`config.mk`:
```
export PLATFORM = sky130hd
export DESIGN_NAME = tt_stepper_flat
export DESIGN_NICKNAME = d
export VERILOG_FILES = /design/src/rtl/tt_harness_pkg.sv /design/src/rtl/tt_stepper_if.sv /design/src/rtl/tt_clk_gen.sv /design/src/rtl/tt_stepper.sv /design/src/flat_wrapper.sv
export SDC_FILE = /design/constraint.sdc
export NUM_CORES = 1
export LEC_CHECK = 0
export ABC_AREA = 1
export CAP_MARGIN = 20
export CORE_ASPECT_RATIO = 1.25
export CORE_UTILIZATION = 43
export DETAILED_ROUTE_END_ITERATION = 8
export PLACE_DENSITY = 0.68
export SETUP_SLACK_MARGIN = 0.1
export SYNTH_ARGS = -nofsm -noshare
export SYNTH_HDL_FRONTEND = slang
export SYNTH_SLANG_ARGS = --single-unit
```
`constraint.sdc`:
```
create_clock -name clk12MHz -period 1.65 [get_ports clk12MHz]
set_input_delay 0.33 -clock clk12MHz [delete_from_list [all_inputs] [get_ports clk12MHz]]
set_output_delay 0.33 -clock clk12MHz [all_outputs]
set_load 0.005 [all_outputs]
```
`src/rtl/tt_harness_pkg.sv`:
```
// tt_harness_pkg: shared widths, parameter defaults and run-mode encoding for the stepper harness
package tt_harness_pkg;
    localparam int IO_W_DEF = 8;
    localparam int STAGE_W_DEF = 4;
    localparam int STEP_W_DEF = 8;
    localparam int HALF_LOG2_DEF = 22;
    localparam int RESET_CYCLES_DEF = 21;
    localparam int NUM_STAGES_DEF = 10;
    localparam int CAP_STAGE_DEF = 6;
    localparam logic RUN_STEP = 1'b0;
    localparam logic RUN_FREE = 1'b1;
endpackage

```
`src/rtl/tt_stepper_if.sv`:
```
// tt_stepper_if: control inputs, DUT-facing signals and status outputs of the stepper harness
interface tt_stepper_if import tt_harness_pkg::*; #(
    parameter int IO_W = IO_W_DEF,
    parameter int STAGE_W = STAGE_W_DEF,
    parameter int STEP_W = STEP_W_DEF
);
    logic run_mode, step_req, restart, tt_clk, tt_rst_n, tt_rst, in_reset;
    logic [IO_W-1:0] tt_out, cap;
    logic [STAGE_W-1:0] stage;
    logic [STEP_W-1:0] step_count;
    modport master(
        output run_mode, step_req, restart, tt_out,
        input tt_clk, tt_rst_n, tt_rst, in_reset, cap, stage, step_count
    );
    modport slave(
        input run_mode, step_req, restart, tt_out,
        output tt_clk, tt_rst_n, tt_rst, in_reset, cap, stage, step_count
    );
endinterface

```
`src/rtl/tt_clk_gen.sv`:
```
// tt_clk_gen: prescaled DUT clock with run/single-step gating and a one-deep step request
module tt_clk_gen import tt_harness_pkg::*; #(
    parameter int HALF_LOG2 = HALF_LOG2_DEF
) (
    input  logic clk12MHz,
    input  logic reset_n,
    input  logic run_mode,
    input  logic step_req,
    input  logic restart,
    input  logic in_reset,
    output logic tt_clk,
    output logic rise_tick,
    output logic fall_tick
);
    logic [HALF_LOG2-1:0] pre;
    logic pending, tick, en;
    always_comb begin
        tick = &pre;
        en = in_reset || run_mode == RUN_FREE || tt_clk || pending;
        rise_tick = tick && en && !tt_clk;
        fall_tick = tick && en && tt_clk;
    end
    always_ff @(posedge clk12MHz or negedge reset_n) begin
        if (!reset_n) begin
            pre <= '0;
            tt_clk <= 1'b0;
            pending <= 1'b0;
        end else begin
            pre <= pre + 1'b1;
            if (tick && en) tt_clk <= !tt_clk;
            if (restart || rise_tick) pending <= 1'b0;
            else if (step_req && run_mode == RUN_STEP && !tt_clk) pending <= 1'b1;
        end
    end
endmodule

```
`src/rtl/tt_stepper.sv`:
```
// tt_stepper: TinyTapeout harness sequencing DUT clock, reset, stage tracking and output capture
module tt_stepper import tt_harness_pkg::*; #(
    parameter int IO_W = IO_W_DEF,
    parameter int HALF_LOG2 = HALF_LOG2_DEF,
    parameter int RESET_CYCLES = RESET_CYCLES_DEF,
    parameter int NUM_STAGES = NUM_STAGES_DEF,
    parameter int CAP_STAGE = CAP_STAGE_DEF,
    parameter int STAGE_W = STAGE_W_DEF,
    parameter int STEP_W = STEP_W_DEF
) (
    input logic clk12MHz,
    input logic reset_n,
    tt_stepper_if.slave bus
);
    localparam int RC_W = $clog2(RESET_CYCLES + 1);
    localparam logic [STAGE_W-1:0] LAST = STAGE_W'(NUM_STAGES - 1);
    localparam logic [STAGE_W-1:0] CAP = STAGE_W'(CAP_STAGE);
    localparam logic [RC_W-1:0] RC_MAX = RC_W'(RESET_CYCLES);
    logic tt_clk, rise_tick, fall_tick, tt_rst_n, in_reset;
    logic [RC_W-1:0] rc;
    logic [STAGE_W-1:0] stage;
    logic [IO_W-1:0] cap;
    logic [STEP_W-1:0] step_count;
    tt_clk_gen #(.HALF_LOG2(HALF_LOG2)) u_clk_gen (
        .clk12MHz(clk12MHz),
        .reset_n(reset_n),
        .run_mode(bus.run_mode),
        .step_req(bus.step_req),
        .restart(bus.restart),
        .in_reset(in_reset),
        .tt_clk(tt_clk),
        .rise_tick(rise_tick),
        .fall_tick(fall_tick)
    );
    always_ff @(posedge clk12MHz or negedge reset_n) begin
        if (!reset_n) begin
            tt_rst_n <= 1'b0;
            in_reset <= 1'b1;
            rc <= '0;
            stage <= LAST;
            cap <= '0;
            step_count <= '0;
        end else begin
            if (rise_tick) begin
                stage <= !tt_rst_n ? LAST : stage == LAST ? '0 : stage + 1'b1;
                if (in_reset && rc != RC_MAX) rc <= rc + 1'b1;
            end
            if (fall_tick) cap <= !tt_rst_n ? '0 : stage == CAP ? bus.tt_out : cap;
            if (bus.restart) begin
                tt_rst_n <= 1'b0;
                in_reset <= 1'b1;
                rc <= '0;
                step_count <= '0;
            end else begin
                if (rise_tick && tt_rst_n) step_count <= step_count + 1'b1;
                if (fall_tick && in_reset && rc == RC_MAX) begin
                    tt_rst_n <= 1'b1;
                    in_reset <= 1'b0;
                end
            end
        end
    end
    assign bus.tt_clk = tt_clk;
    assign bus.tt_rst_n = tt_rst_n;
    assign bus.tt_rst = ~tt_rst_n;
    assign bus.in_reset = in_reset;
    assign bus.stage = stage;
    assign bus.cap = cap;
    assign bus.step_count = step_count;
endmodule

```
`src/flat_wrapper.sv`:
```
// flat-port wrapper written by rule: the top's interface ports become plain ports
module tt_stepper_flat import tt_harness_pkg::*;
#(
    parameter int IO_W = IO_W_DEF,
    parameter int HALF_LOG2 = HALF_LOG2_DEF,
    parameter int RESET_CYCLES = RESET_CYCLES_DEF,
    parameter int NUM_STAGES = NUM_STAGES_DEF,
    parameter int CAP_STAGE = CAP_STAGE_DEF,
    parameter int STAGE_W = STAGE_W_DEF,
    parameter int STEP_W = STEP_W_DEF
)
  (clk12MHz, reset_n, bus_run_mode, bus_step_req, bus_restart, bus_tt_out, bus_tt_clk, bus_tt_rst_n, bus_tt_rst, bus_in_reset, bus_cap, bus_stage, bus_step_count);
  tt_stepper_if #(.IO_W(IO_W), .STAGE_W(STAGE_W), .STEP_W(STEP_W)) bus_i ();
  input logic clk12MHz;
  input logic reset_n;
  input wire logic [$bits(bus_i.run_mode)-1:0] bus_run_mode;
  input wire logic [$bits(bus_i.step_req)-1:0] bus_step_req;
  input wire logic [$bits(bus_i.restart)-1:0] bus_restart;
  input wire logic [$bits(bus_i.tt_out)-1:0] bus_tt_out;
  output wire logic [$bits(bus_i.tt_clk)-1:0] bus_tt_clk;
  output wire logic [$bits(bus_i.tt_rst_n)-1:0] bus_tt_rst_n;
  output wire logic [$bits(bus_i.tt_rst)-1:0] bus_tt_rst;
  output wire logic [$bits(bus_i.in_reset)-1:0] bus_in_reset;
  output wire logic [$bits(bus_i.cap)-1:0] bus_cap;
  output wire logic [$bits(bus_i.stage)-1:0] bus_stage;
  output wire logic [$bits(bus_i.step_count)-1:0] bus_step_count;
  assign bus_i.run_mode = bus_run_mode;
  assign bus_i.step_req = bus_step_req;
  assign bus_i.restart = bus_restart;
  assign bus_i.tt_out = bus_tt_out;
  assign bus_tt_clk = bus_i.tt_clk;
  assign bus_tt_rst_n = bus_i.tt_rst_n;
  assign bus_tt_rst = bus_i.tt_rst;
  assign bus_in_reset = bus_i.in_reset;
  assign bus_cap = bus_i.cap;
  assign bus_stage = bus_i.stage;
  assign bus_step_count = bus_i.step_count;
  tt_stepper #(.IO_W(IO_W), .HALF_LOG2(HALF_LOG2), .RESET_CYCLES(RESET_CYCLES), .NUM_STAGES(NUM_STAGES), .CAP_STAGE(CAP_STAGE), .STAGE_W(STAGE_W), .STEP_W(STEP_W)) u_core (.clk12MHz(clk12MHz), .reset_n(reset_n), .bus(bus_i));
endmodule
```
==> impl_results.md <==
- Cell types with the largest area share after synthesis: sky130_fd_sc_hd__dfrtp_1, sky130_fd_sc_hd__nand2_1, sky130_fd_sc_hd__xor2_1
- Final Routed Wirelength: 5566 um
- Clock Tree Root: sky130_fd_sc_hd__clkbuf_8
- Overflow left after global routing: 0
- Leakage dissipation: 1.931 nW
- Worst-Skew Late Latency: 310 ps
- Number of nets in the finished design: 393
- Die Y: 89.44 um
- Die X-Extent: 71.95 um
- Worst reg-to-reg path cell count: 11
- RSZ-0062 raised after global routing: true
- Count of clock tree sinks: 51
- Cell area after layout: 3700 um^2
- Number of global-route vias before repair: 2067
- Mean area per synthesized cell: 8.915 um^2
- Data arrival time of the critical path: 1880 ps
- Relative slew slack: 70.15%
- End of the worst register-to-register path: u_core.bus.cap[1]$_DFFE_PN0P_
- Number of filler instances in the final layout: 491
- CP Launch Type: flop
- Most common cell in the netlist: sky130_fd_sc_hd__nand2_1
- Total standard cell area after synthesis: 2630 um^2
- Fraction of final layout cells with drive strength greater than 1: 28.12%
- Worst Hold Class: primary input to asynchronous set/reset pin
- Routed length per placed instance: 12.13 um
- Ranking of synthesized cells by instance count: sky130_fd_sc_hd__nand2_1, sky130_fd_sc_hd__dfrtp_1, sky130_fd_sc_hd__inv_1
- Final hold viol count: 0
- Total setup violations reported at the end of the flow: 13
- Area of the placeable core: 5857 um^2
- Warnings, synthesis: 0
- Placement row count: 31
- Clock period minus worst slack: 1689 ps
- Max IR drop VDD: 0.2796 mV
- Initial core utilization: 44.90%
- Endpoint class of the critical path: flop
- Routed via count divided by cell count: 4.885
- Initial antenna violation count: 0
- Dominant register cell in the synthesized netlist: sky130_fd_sc_hd__dfrtp_1
- Total nets after synthesis: 312
- Outcome: finished with violations
- Antenna Diode Count: 0
- Startpoint-to-endpoint class of the critical path: flop to flop
- Post-synthesis to final-layout area growth: 40.68%
- Peak fanout along the critical path: 8
- Count of different cell masters after synthesis: 32
- Number of flops mapped to enable cells by yosys: 0
- Cell area after placement: 3249 um^2
- Top achievable clock speed: 592.2 MHz
- Flip-flop and latch count after synthesis: 51
- Number of search-and-repair iterations in the first detailed-routing pass: 4
- Non-Filler Instances: 459
- Worst-case clock skew: 13.32 ps
- Total count of max-transition violations in the final report: 0
- Global-route usage over all layers: 18.47%
- CTS H-tree depth: 2
- Power per cell area: 564.1 nW/um^2
- Clock Path Buffers: 2
- Final clock period utilization by the worst path: 102.3%
- Proportion of register bits with asynchronous set or reset after synthesis: 100.0%
- Die Area: 6435 um^2
- Clock-pin transition on the worst setup and hold timing paths: 90 ps
- DRC violations left: 0
- Final weighted congestion of routability-driven global placement: 0.7956
- Iteration-0 DRC count of the detailed router: 113
- Setup slack of the critical path after layout: -38.54 ps
- Sequential-to-total area share from yosys stat: 48.67%
- Worst R2R Setup Slack: -40 ps
- Max cap viols: 0
- Area share of the largest cell type after synthesis: 45.67%
- Measured slew at the worst slew-check pin: 446.8 ps
- Data required time at the worst endpoint: 1840 ps
- Pin count of the biggest net entering global routing: 52
- Hpwl dp: 3688 um
- Failing checks: setup timing
- Most area-hungry cell type in the Yosys netlist: sky130_fd_sc_hd__dfrtp_1
- Origin of the critical flop-to-flop path: u_core.u_clk_gen.pre[0]$_DFF_PN0_
- IO Port Bufs: 36
- Routed vias: 2242
- Clock tree from TritonCTS: done
- Final Hold Slack: 7.660 ps
- Antenna Nets Post-Route: 0
- Number of cells produced by synthesis: 295
- Global-route wire length before repair: 9294 um
- Number of instances in the placed design: 427
- Io pins: 37
- CTS buffer count: 5
[cell families (layout without fill, tap and decap cells)]
kind of cell	Yosys count	in the layout	synth area share (%)
buf+inv	35	117	5.470
simple gates	162	162	30.45
xor+xnor	27	27	8.991
flops	51	51	48.67
fa+ha+maj	4	4	1.903
compound gates	16	16	4.520
[cell type report]
cell class | count | area (um^2) | area share (%)
tap | 82 | 102.6 | 2.773
sequential | 51 | 1280 | 34.60
clock buffer | 7 | 86.33 | 2.333
inverter | 30 | 112.6 | 3.044
clock inverter | 1 | 5.005 | 0.1353
multi-input combinational | 209 | 1369 | 37.00
timing repair buffer | 79 | 744.5 | 20.12
[worst max-delay path: stages (launching register included)]
cell and delay [ps]:
sky130_fd_sc_hd__dfrtp_1 360, sky130_fd_sc_hd__ha_2 190, sky130_fd_sc_hd__nand2_2 70, sky130_fd_sc_hd__nor2_4 120, sky130_fd_sc_hd__nand2_4 80, sky130_fd_sc_hd__nor2_8 140, sky130_fd_sc_hd__nand2_4 70, sky130_fd_sc_hd__nor2_4 150
sky130_fd_sc_hd__o21ai_4 110, sky130_fd_sc_hd__buf_12 180, sky130_fd_sc_hd__nand2_4 60, sky130_fd_sc_hd__o21ai_2 50
[through the flow]
stage | setup TNS [ps] | worst slack (ps) | total power, mW | util (%)
floorplan | 0 | 9.169 | 1.291 | -
global placement | -2450 | -147.4 | 1.357 | 55.48
CTS | -321.1 | -37.96 | 2.100 | 61.95
detailed placement | -2585 | -159.4 | 1.357 | 55.48
finish | -307.8 | -38.54 | 2.087 | 63.17
global route | -2564 | -133.3 | 2.148 | 63.17
[flip-flops by register name (all words and copies together) (netlist names)]
name	flops
u_core.u_clk_gen.pre	22
u_core.bus.cap	8
u_core.bus.step_count	8
u_core.rc	5
u_core.bus.stage	4
u_core.bus.in_reset	1
u_core.bus.tt_rst_n	1
u_core.u_clk_gen.pending	1
u_core.u_clk_gen.tt_clk	1
[worst max-delay path by stage]
stage | start | end | slack, ps | depth (start not counted)
floorplan | u_core.u_clk_gen.pre[0]$_DFF_PN0_ | u_core.bus.cap[5]$_DFFE_PN0P_ | 9 | 11
global placement | bus_run_mode | u_core.bus.cap[3]$_DFFE_PN0P_ | -150 | 11
detailed placement | bus_run_mode | u_core.rc[3]$_DFFE_PN0P_ | -160 | 10
CTS | u_core.u_clk_gen.pre[0]$_DFF_PN0_ | u_core.rc[1]$_DFFE_PN0P_ | -40 | 11
global route | u_core.u_clk_gen.pre[0]$_DFF_PN0_ | u_core.rc[1]$_DFFE_PN0P_ | -130 | 11
finish | u_core.u_clk_gen.pre[0]$_DFF_PN0_ | u_core.bus.cap[1]$_DFFE_PN0P_ | -40 | 11
[power by group]
| group | total, mW | internal, mW | switching (mW) |
|---|---|---|---|
| clock | 0.755 | 0.340 | 0.415 |
| sequential | 1.25 | 1.25 | 0.000318 |
| combinational | 0.0812 | 0.0361 | 0.0451 |
[cells in the final DEF, fill, tap and decap left out, types with 2 or more instances in the layout]
cell,netlist,layout
sky130_fd_sc_hd__nand3_2,1,8
sky130_fd_sc_hd__o21ai_2,9,9
sky130_fd_sc_hd__buf_4,1,33
sky130_fd_sc_hd__nand3_1,24,15
sky130_fd_sc_hd__clkdlybuf4s50_1,0,19
sky130_fd_sc_hd__xnor2_1,10,10
sky130_fd_sc_hd__nand2_4,3,11
sky130_fd_sc_hd__nor3_1,5,4
sky130_fd_sc_hd__dlymetal6s2s_1,0,4
sky130_fd_sc_hd__nor3b_1,2,2
sky130_fd_sc_hd__nor2_4,4,7
sky130_fd_sc_hd__clkbuf_8,0,6
sky130_fd_sc_hd__nand3b_1,2,2
sky130_fd_sc_hd__buf_12,0,2
sky130_fd_sc_hd__nor2_2,3,3
sky130_fd_sc_hd__nand4_1,12,12
sky130_fd_sc_hd__inv_1,29,29
sky130_fd_sc_hd__dlygate4sd2_1,0,12
sky130_fd_sc_hd__or2_2,2,2
sky130_fd_sc_hd__dfrtp_1,48,48
sky130_fd_sc_hd__nand3_4,1,3
sky130_fd_sc_hd__nor2_1,22,19
sky130_fd_sc_hd__o21ai_0,4,2
sky130_fd_sc_hd__buf_6,1,7
sky130_fd_sc_hd__nand2_2,4,3
sky130_fd_sc_hd__ha_1,4,3
sky130_fd_sc_hd__nand2_1,76,69
sky130_fd_sc_hd__xor2_1,17,17
sky130_fd_sc_hd__dfstp_2,3,3
[layer usage]
metal,track usage (%),vias to the layer above,share of wire (%)
li1,-,1103,-
met1,22.48,1100,44
met2,32.76,33,52
met3,3.495,6,3.0
met4,6.595,0,1.1
met5,0,-,0
[repair_timing]
| action | CTS | global route |
|---|---|---|
| gates cloned | 1 | 0 |
| pin swaps | 5 | 7 |
| gates resized for setup | 47 | 10 |
| buffers inserted | 19 | 5 |
| setup endpoints to repair | 39 | 37 |
| hold buffers | 0 | 0 |
Note: power is estimated with default switching activity, not from simulation.
